<file path="src/rtl/spike_rate_decoder.sv">
// Spike train decoder: per-window spike count and minimum inter-spike interval,
// delivered on a valid/ready result port with a sticky drop flag.
module spike_rate_decoder #(
  parameter int CNT_W = 8,
  parameter int WIN_W = 8
) (
  input  logic             clk,
  input  logic             rst_n,
  input  logic             enable,
  input  logic             spike,
  input  logic [WIN_W-1:0] window_length,
  input  logic             out_ready,
  output logic             out_valid,
  output logic [CNT_W-1:0] spike_count,
  output logic [CNT_W-1:0] min_isi,
  output logic             overrun
);

  typedef enum logic {IDLE, COUNT} state_t;

  state_t           state, state_n;
  logic [WIN_W:0]   win_len, win_len_n;
  logic [WIN_W-1:0] win_ctr, win_ctr_n;
  logic [CNT_W-1:0] acc_count, acc_count_n;
  logic [CNT_W-1:0] acc_min, acc_min_n;
  logic [CNT_W-1:0] isi_ctr, isi_n;
  logic             seen, seen_n;
  logic             valid_n, overrun_n;
  logic [CNT_W-1:0] cnt_out_n, min_out_n;
  logic [CNT_W-1:0] res_count, res_min, isi_p1;
  logic [WIN_W:0]   new_len;
  logic             win_last, done;

  function automatic logic [CNT_W-1:0] sat_inc(input logic [CNT_W-1:0] x);
    return (x == '1) ? x : x + 1'b1;
  endfunction

  // zero length encodes the full 2^WIN_W window
  assign new_len  = (window_length == '0) ? {1'b1, {WIN_W{1'b0}}}
                                          : {1'b0, window_length};
  assign win_last = ({1'b0, win_ctr} == win_len - 1'b1);
  assign isi_p1   = sat_inc(isi_ctr);

  always_comb begin
    state_n     = state;
    win_len_n   = win_len;
    win_ctr_n   = win_ctr;
    acc_count_n = acc_count;
    acc_min_n   = acc_min;
    isi_n       = isi_ctr;
    seen_n      = seen;
    valid_n     = out_valid;
    overrun_n   = overrun;
    cnt_out_n   = spike_count;
    min_out_n   = min_isi;
    res_count   = acc_count;
    res_min     = acc_min;
    done        = 1'b0;

    if (out_valid && out_ready) valid_n = 1'b0;

    unique case (state)
      IDLE: begin
        if (enable) begin
          state_n     = COUNT;
          win_len_n   = new_len;
          win_ctr_n   = '0;
          acc_count_n = '0;
          acc_min_n   = '1;
          isi_n       = '0;
          seen_n      = 1'b0;
        end
      end
      COUNT: begin
        if (!enable) begin
          state_n     = IDLE;
          win_ctr_n   = '0;
          acc_count_n = '0;
          acc_min_n   = '1;
          isi_n       = '0;
          seen_n      = 1'b0;
          overrun_n   = 1'b0;
        end else begin
          if (spike) begin
            res_count = sat_inc(acc_count);
            if (seen && (isi_p1 < acc_min)) res_min = isi_p1;
            isi_n  = '0;
            seen_n = 1'b1;
          end else begin
            isi_n = isi_p1;
          end
          if (win_last) begin
            done        = 1'b1;
            win_len_n   = new_len;
            win_ctr_n   = '0;
            acc_count_n = '0;
            acc_min_n   = '1;
            isi_n       = '0;
            seen_n      = 1'b0;
          end else begin
            win_ctr_n   = win_ctr + 1'b1;
            acc_count_n = res_count;
            acc_min_n   = res_min;
          end
        end
      end
    endcase

    if (done) begin
      if (!out_valid || out_ready) begin
        valid_n   = 1'b1;
        cnt_out_n = res_count;
        min_out_n = res_min;
      end else begin
        overrun_n = 1'b1;
      end
    end
  end

  always_ff @(posedge clk or negedge rst_n) begin
    if (!rst_n) begin
      state       <= IDLE;
      win_len     <= '0;
      win_ctr     <= '0;
      acc_count   <= '0;
      acc_min     <= '0;
      isi_ctr     <= '0;
      seen        <= 1'b0;
      out_valid   <= 1'b0;
      spike_count <= '0;
      min_isi     <= '0;
      overrun     <= 1'b0;
    end else begin
      state       <= state_n;
      win_len     <= win_len_n;
      win_ctr     <= win_ctr_n;
      acc_count   <= acc_count_n;
      acc_min     <= acc_min_n;
      isi_ctr     <= isi_n;
      seen        <= seen_n;
      out_valid   <= valid_n;
      spike_count <= cnt_out_n;
      min_isi     <= min_out_n;
      overrun     <= overrun_n;
    end
  end

endmodule

</file>
<file path="config.mk">
export PLATFORM = sky130hd
export DESIGN_NAME = spike_rate_decoder
export DESIGN_NICKNAME = d
export VERILOG_FILES = /design/src/rtl/spike_rate_decoder.sv
export SDC_FILE = /design/constraint.sdc
export NUM_CORES = 1
export LEC_CHECK = 0
export CAP_MARGIN = 20
export CORE_MARGIN = 2
export CORE_UTILIZATION = 45
export DETAILED_ROUTE_END_ITERATION = 10
export GPL_TIMING_DRIVEN = 0
export SYNTH_ARGS = -nofsm -noshare
export SYNTH_HDL_FRONTEND = slang
export SYNTH_SLANG_ARGS = --single-unit
</file>
<file path="constraint.sdc">
create_clock -name clk -period 4.1 [get_ports clk]
set_input_delay 0.82 -clock clk [delete_from_list [all_inputs] [get_ports clk]]
set_output_delay 0.82 -clock clk [all_outputs]
set_load 0.01 [all_outputs]
</file>
==> Word-level counts from Yosys, hierarchy flattened <==
Index checks and enable logic that the tools add are counted.
Widths: inputs -> output; s select.
{ "word_totals": {"elab_cells": 77, "out_inout_bits": 18, "ff_bits": 61} }
{ "op_classes": {"n_lt_le_gt_ge": 1, "muxes": 45, "reduce_logical": 8, "add_sub_neg": 4, "n_bitwise": 1, "n_eq_ne": 7} }
{ "ops": {"columns": ["op", "count"], "rows": [
  ["$mux 8", 20],
  ["$pmux 8 s2", 4],
  ["$mux 9", 4],
  ["$add 8x1->8 const B", 3],
  ["$pmux 9 s2", 1],
  ["$eq 8x8->1 const B", 2],
  ["$mux 1", 15],
  ["$eq 8x9->1", 1],
  ["$sub 9x1->9 const B", 1],
  ["$logic_not 8->1", 1],
  ["$lt 8x8->1", 1],
  ["$ne 2x2->1 const B", 2],
  ["$ne 4x3->1 const B", 1],
  ["$reduce_and 2->1", 2],
  ["$reduce_and 3->1", 1],
  ["$logic_and 1x1->1", 2],
  ["$ne 2x1->1 const B", 1],
  ["$pmux 1 s2", 1],
  ["$logic_not 1->1", 1],
  ["$logic_or 1x1->1", 1],
  ["$not 1->1", 1]
]} }

==> Longest topological paths before layout <==
{ "logic_depth": {"word_depth": 9, "mapped_depth": 13, "ltp_nobuf": 12} }

==> Least setup slack after synthesis <==
Ideal clock, no wire load.
{ "synth_timing": {"path_kind": "register to register", "from": "register isi_ctr[0]", "to": "register min_isi[1]", "path_stages_with_launch": 14, "setup_time_ns": 0.125, "slack_ns": 0.708, "required_time_ns": 3.975, "path_buffers": 1, "t_arrival_ns": 3.267, "cell_sequence": "dfrtp_1 > ha_1 > and3_1 > clkbuf_1 > and3_1 > nand2_1 > nand2_1 > ha_1 > nor3b_1 > nand3_1 > mux2_2 > a2111oi_4 > mux2_2 > mux2_4"} }
{ "synth_via": {"elab_chain_cells": 8} }
{ "synth_rtl": {"columns": ["item", "line_no", "text"], "rows": [
  ["start: declaration", "26", "logic [CNT_W-1:0] isi_ctr, isi_n;"],
  ["start signal: assignment", "139", "isi_ctr <= isi_n;"],
  ["$add 8x1->8 / $eq 8x8->1 (equally long branches)", "35", "return (x == '1) ? x : x + 1'b1;"],
  ["$mux 8 *", "35", null],
  ["$lt 8x8->1", "86", "if (seen && (isi_p1 < acc_min)) res_min = isi_p1;"],
  ["$logic_and 1x1->1", "86", null],
  ["$mux 8 *", "86", null],
  ["$mux 8 *", "84", "if (spike) begin"],
  ["$mux 8 *", "75", "if (!enable) begin"],
  ["$mux 8 *", "62", "unique case (state)"],
  ["end signal: assignment", "143", "min_isi <= min_out_n;"],
  ["end: declaration", "15", "output logic [CNT_W-1:0] min_isi,"]
]} }
Mark *: on every way between the ends. The rest lies on a longest branch, timed or not.
A chain may end at the register's enable or synchronous reset.

==> Worst setup path after layout <==
{ "layout_timing": {"from": "register isi_ctr[0]", "to": "register min_isi[5]"} }
Same word-level chain as after synthesis.

==> results.sh <==
export IMPL_cp_slowest_cell="sky130_fd_sc_hd__dfrtp_1"
export IMPL_slew_violations=0
export IMPL_powerDensity_mw_per_mm2=377
export IMPL_drt_pass1_iterations=4
export IMPL_remaining_drc_errors=0
export IMPL_yosys_warnings=0
export IMPL_ctsHoldBuffers=0
export IMPL_layout_worst_path_cycle_share_pct=88.7
export IMPL_synthesized_flop_and_latch_total=61
export IMPL_floorplan_core_area_mm2=0.00761
export IMPL_synth_net_count=345
export IMPL_clock_skew_final_ps=8.88
export IMPL_clock_sinks=61
export IMPL_boundaryPins=31
export IMPL_totalPowerFinal_mw=1.57
export IMPL_hold_viol=0
export IMPL_cp_num_buf_inv=3
export IMPL_postSynth_topFlopCell="sky130_fd_sc_hd__dfrtp_1"
export IMPL_grt_remaining_overflow=0
export IMPL_first_pass_grt_wire_length_um=12900
export IMPL_yosys_cell_types_count=46
export IMPL_ys_async_sr_fraction_pct=100
export IMPL_worst_ir_drop_vdd_mv=0.310
export IMPL_final_net_count=389
export IMPL_power_static_leakage_nw=1.89
export IMPL_antenna_cells=0
export IMPL_hp_class="flip-flop to flip-flop"
export IMPL_syn_inst=321
export IMPL_final_layout_size_suffix_gt1_share_pct=15.9
export IMPL_synth_seq_area_share_pct=43.9
export IMPL_avg_vias_per_cell=5.49
export IMPL_criticalPathCategory="flip-flop to flip-flop"
export IMPL_worst_skew_pair_late_latency_ps=340
export IMPL_max_freq_mhz=275
export IMPL_count_of_vias_placed_by_the_detailed_router=2589
export IMPL_area_delta_synth_final_pct=20.0
export IMPL_cts_htree_levels=3
export IMPL_gp_congestion=0.783
export IMPL_detail_route_iter0_violations=98
export IMPL_timing_slew_headroom_pct=42.0
export IMPL_synth_avg_cell_area_um2=10.8
export IMPL_fillers=682
export IMPL_critPathRequiredTime_ps=4320
export IMPL_status="completed"
export IMPL_synth_largest_area_cell="sky130_fd_sc_hd__dfrtp_1"
export IMPL_core_rowCount=32
export IMPL_cpLargestDelayFamily="multiplexers"
export IMPL_post_route_min_period_ps=3640
export IMPL_cts_inserted_buffers=9
export IMPL_maximum_number_of_pins_on_one_net_before_global_route_repair=62
export IMPL_setup_violations_final=0
export IMPL_crit_path_cell_trace="ha_1 > and3_1 > clkbuf_1 > nand3_1 > nand2_1 > nand2_1 > ha_1 > nor3b_2 > nand3_1 > mux2_2 > a2111oi_4 > buf_4 > buf_4 > mux2_2 > mux2_4"
export IMPL_globalRouteTotalUtil_pct=19.5
export IMPL_area_of_the_die_mm2=0.00844
export IMPL_worst_pin_slew_ps=864
export IMPL_vias_in_the_first_global_route=2600
export IMPL_final_sum_of_negative_setup_slack_ps=0
export IMPL_grt_setup_unrepaired="false"
export IMPL_synth_top_cells_by_area="sky130_fd_sc_hd__dfrtp_1, sky130_fd_sc_hd__mux2_2, sky130_fd_sc_hd__xnor2_1"
export IMPL_cp_arrival_ps=3860
export IMPL_tritoncts="yes"
export IMPL_initial_cell_density_of_the_core_pct=45.7
export IMPL_root_buffer="sky130_fd_sc_hd__clkbuf_8"
export IMPL_wl_per_cell_um=15.7
export IMPL_numPortBuffers=29
export IMPL_critical_path_max_fanout=7
export IMPL_ctsLongestPathBuffers=2
export IMPL_crit_path_start_kind="flip-flop"
export IMPL_die_width_um=91.9
export IMPL_die_height_um=91.9
export IMPL_timing_critical_path_to_type="flip-flop"
export IMPL_drt_wl_total_um=7420
export IMPL_grt_antenna_before_repair=0
export IMPL_detailed_place_hpwl_um=5060
export IMPL_syn_cell_area_mm2=0.00348
export IMPL_clkSlewWorstSetupHoldPaths_ps=70
export IMPL_timing_max_cap_violations=0
export IMPL_edff_count_synth=0
export IMPL_timing_critical_path_slowest_cell_delay_ps=420
export IMPL_antenna_left=0
export IMPL_synth_top_area_share_pct=43.9
-- report_power, final --
part / switching (mW) / total, mW / internal (mW)
logic: 0.111 / 0.247 / 0.136
clock network: 0.236 / 0.644 / 0.408
registers: 0.0390 / 0.683 / 0.644
-- cell families after synthesis --
| logic type | count (synthesis) | share of synthesized area [%] |
|---|---|---|
| AO/OA/AOI/OAI | 72 | 17.3 |
| XOR/XNOR | 18 | 4.54 |
| adder cells (fa/ha/maj) | 11 | 3.96 |
| buffers and inverters | 31 | 3.78 |
| flip-flops | 61 | 43.9 |
| multiplexers | 38 | 13.0 |
| AND/OR/NAND/NOR | 90 | 13.5 |
-- per-layer routing --
| layer | GRT usage [%] | routed length (um) | vias to the layer above |
|---|---|---|---|
| met5 | 0 | 0 | - |
| met4 | 7.71 | 95 | 0 |
| met3 | 5.01 | 179 | 7 |
| met2 | 28.9 | 3290 | 39 |
| met1 | 27.4 | 3850 | 1268 |
| li1 | - | - | 1275 |
-- cell type report --
cell class,count,area (um2),area share [%]
Timing Repair Buffer,33,318,7.62
Tap cell,102,128,3.06
Multi-Input combinational cell,229,1820,43.7
Buffer,9,48.8,1.17
Clock inverter,3,65.1,1.56
Inverter,22,82.6,1.98
Sequential cell,61,1530,36.6
Clock buffer,13,179,4.29
-- worst register-to-register path: cells and delay by family, from the launching register on --
family	cells	cell delay (ps)
and+or+nand+nor	6	890
muxes	3	910
adders and majority gates	2	440
buffers and inverters	3	540
AOI/OAI and AO/OA	1	330
DFF	1	420
-- cells in the mapped netlist (2+ instances only) --
library cell,number
sky130_fd_sc_hd__xnor2_1,18
sky130_fd_sc_hd__nor3_1,5
sky130_fd_sc_hd__nor2b_1,5
sky130_fd_sc_hd__a2111oi_4,3
sky130_fd_sc_hd__o31ai_1,4
sky130_fd_sc_hd__o22ai_1,2
sky130_fd_sc_hd__nor4_1,3
sky130_fd_sc_hd__ha_1,11
sky130_fd_sc_hd__inv_1,22
sky130_fd_sc_hd__o22a_1,8
sky130_fd_sc_hd__or4_1,3
sky130_fd_sc_hd__o21a_1,3
sky130_fd_sc_hd__nand2_1,24
sky130_fd_sc_hd__mux2_4,8
sky130_fd_sc_hd__dfrtp_1,61
sky130_fd_sc_hd__mux2_1,5
sky130_fd_sc_hd__or3_1,4
sky130_fd_sc_hd__a22o_1,12
sky130_fd_sc_hd__o2bb2ai_1,2
sky130_fd_sc_hd__nand4_1,4
sky130_fd_sc_hd__a311oi_1,2
sky130_fd_sc_hd__nor2_1,12
sky130_fd_sc_hd__mux2_2,20
sky130_fd_sc_hd__and2_1,2
sky130_fd_sc_hd__o31a_1,3
sky130_fd_sc_hd__a21o_1,3
sky130_fd_sc_hd__buf_6,2
sky130_fd_sc_hd__a31oi_1,8
sky130_fd_sc_hd__nand3_1,12
sky130_fd_sc_hd__o21ai_0,8
sky130_fd_sc_hd__clkbuf_1,7
sky130_fd_sc_hd__or4_4,2
sky130_fd_sc_hd__mux2i_1,5
sky130_fd_sc_hd__a21oi_1,7
sky130_fd_sc_hd__and3_1,10
-- path summary, 6_finish.rpt --
| check | startpoint | to | slack (ps) | cells after the start |
|---|---|---|---|---|
| max in group asynchronous | rst_n | isi_ctr[4]$_DFFE_PN0P_ | 3000 | 1 |
| max | isi_ctr[0]$_DFFE_PN0P_ | min_isi[5]$_DFFE_PN0P_ | 460 | 15 |
| min | spike_count[3]$_DFFE_PN0P_ | spike_count[3]$_DFFE_PN0P_ | 490 | 1 |
| min reg2reg | spike_count[3]$_DFFE_PN0P_ | spike_count[3]$_DFFE_PN0P_ | 490 | 1 |
| min in group asynchronous | rst_n | win_len[1]$_DFFE_PN0P_ | 540 | 1 |
| max reg2reg | isi_ctr[0]$_DFFE_PN0P_ | min_isi[5]$_DFFE_PN0P_ | 460 | 15 |
-- cell usage in the layout, fill, tap and decap left out, drive strengths merged, types with 9 or more instances in the layout --
cell	Yosys	final
dfrtp	61	61
mux2	33	33
clkdlybuf4s50	0	28
nand2	24	24
inv	22	22
clkbuf	7	20
xnor2	18	18
nand3	12	12
nor2	12	12
a22o	12	12
ha	11	11
and3	10	10
o21ai	9	9
-- sequential cells by signal (all words and copies together), names as in the netlist --
name         cells
acc_count        8
acc_min          8
isi_ctr          8
min_isi          8
out_valid        1
overrun          1
seen             1
spike_count      8
state            1
win_ctr          8
win_len          9
-- stage by stage --
step           worst slack [ps]  hold WS [ps]  area (um2)  instances  util (%)
2_1_floorplan               708           470        3480        321         -
3_3_place_gp                138           464        3890        452      51.2
3_5_place_dp                241           476        3890        452      51.2
4_1_cts                     218           497        4140        468      54.4
5_1_grt                     143           503        4170        472      54.8
6_report                    463           491        4170        472      54.8
-- repair_timing --
action / 4_1_cts / 5_1_grt
endpoints found under the setup margin: 0 / 16
setup buffers: 0 / 4
resized for setup: 0 / 1
Power figures use the tool's default switching activity.
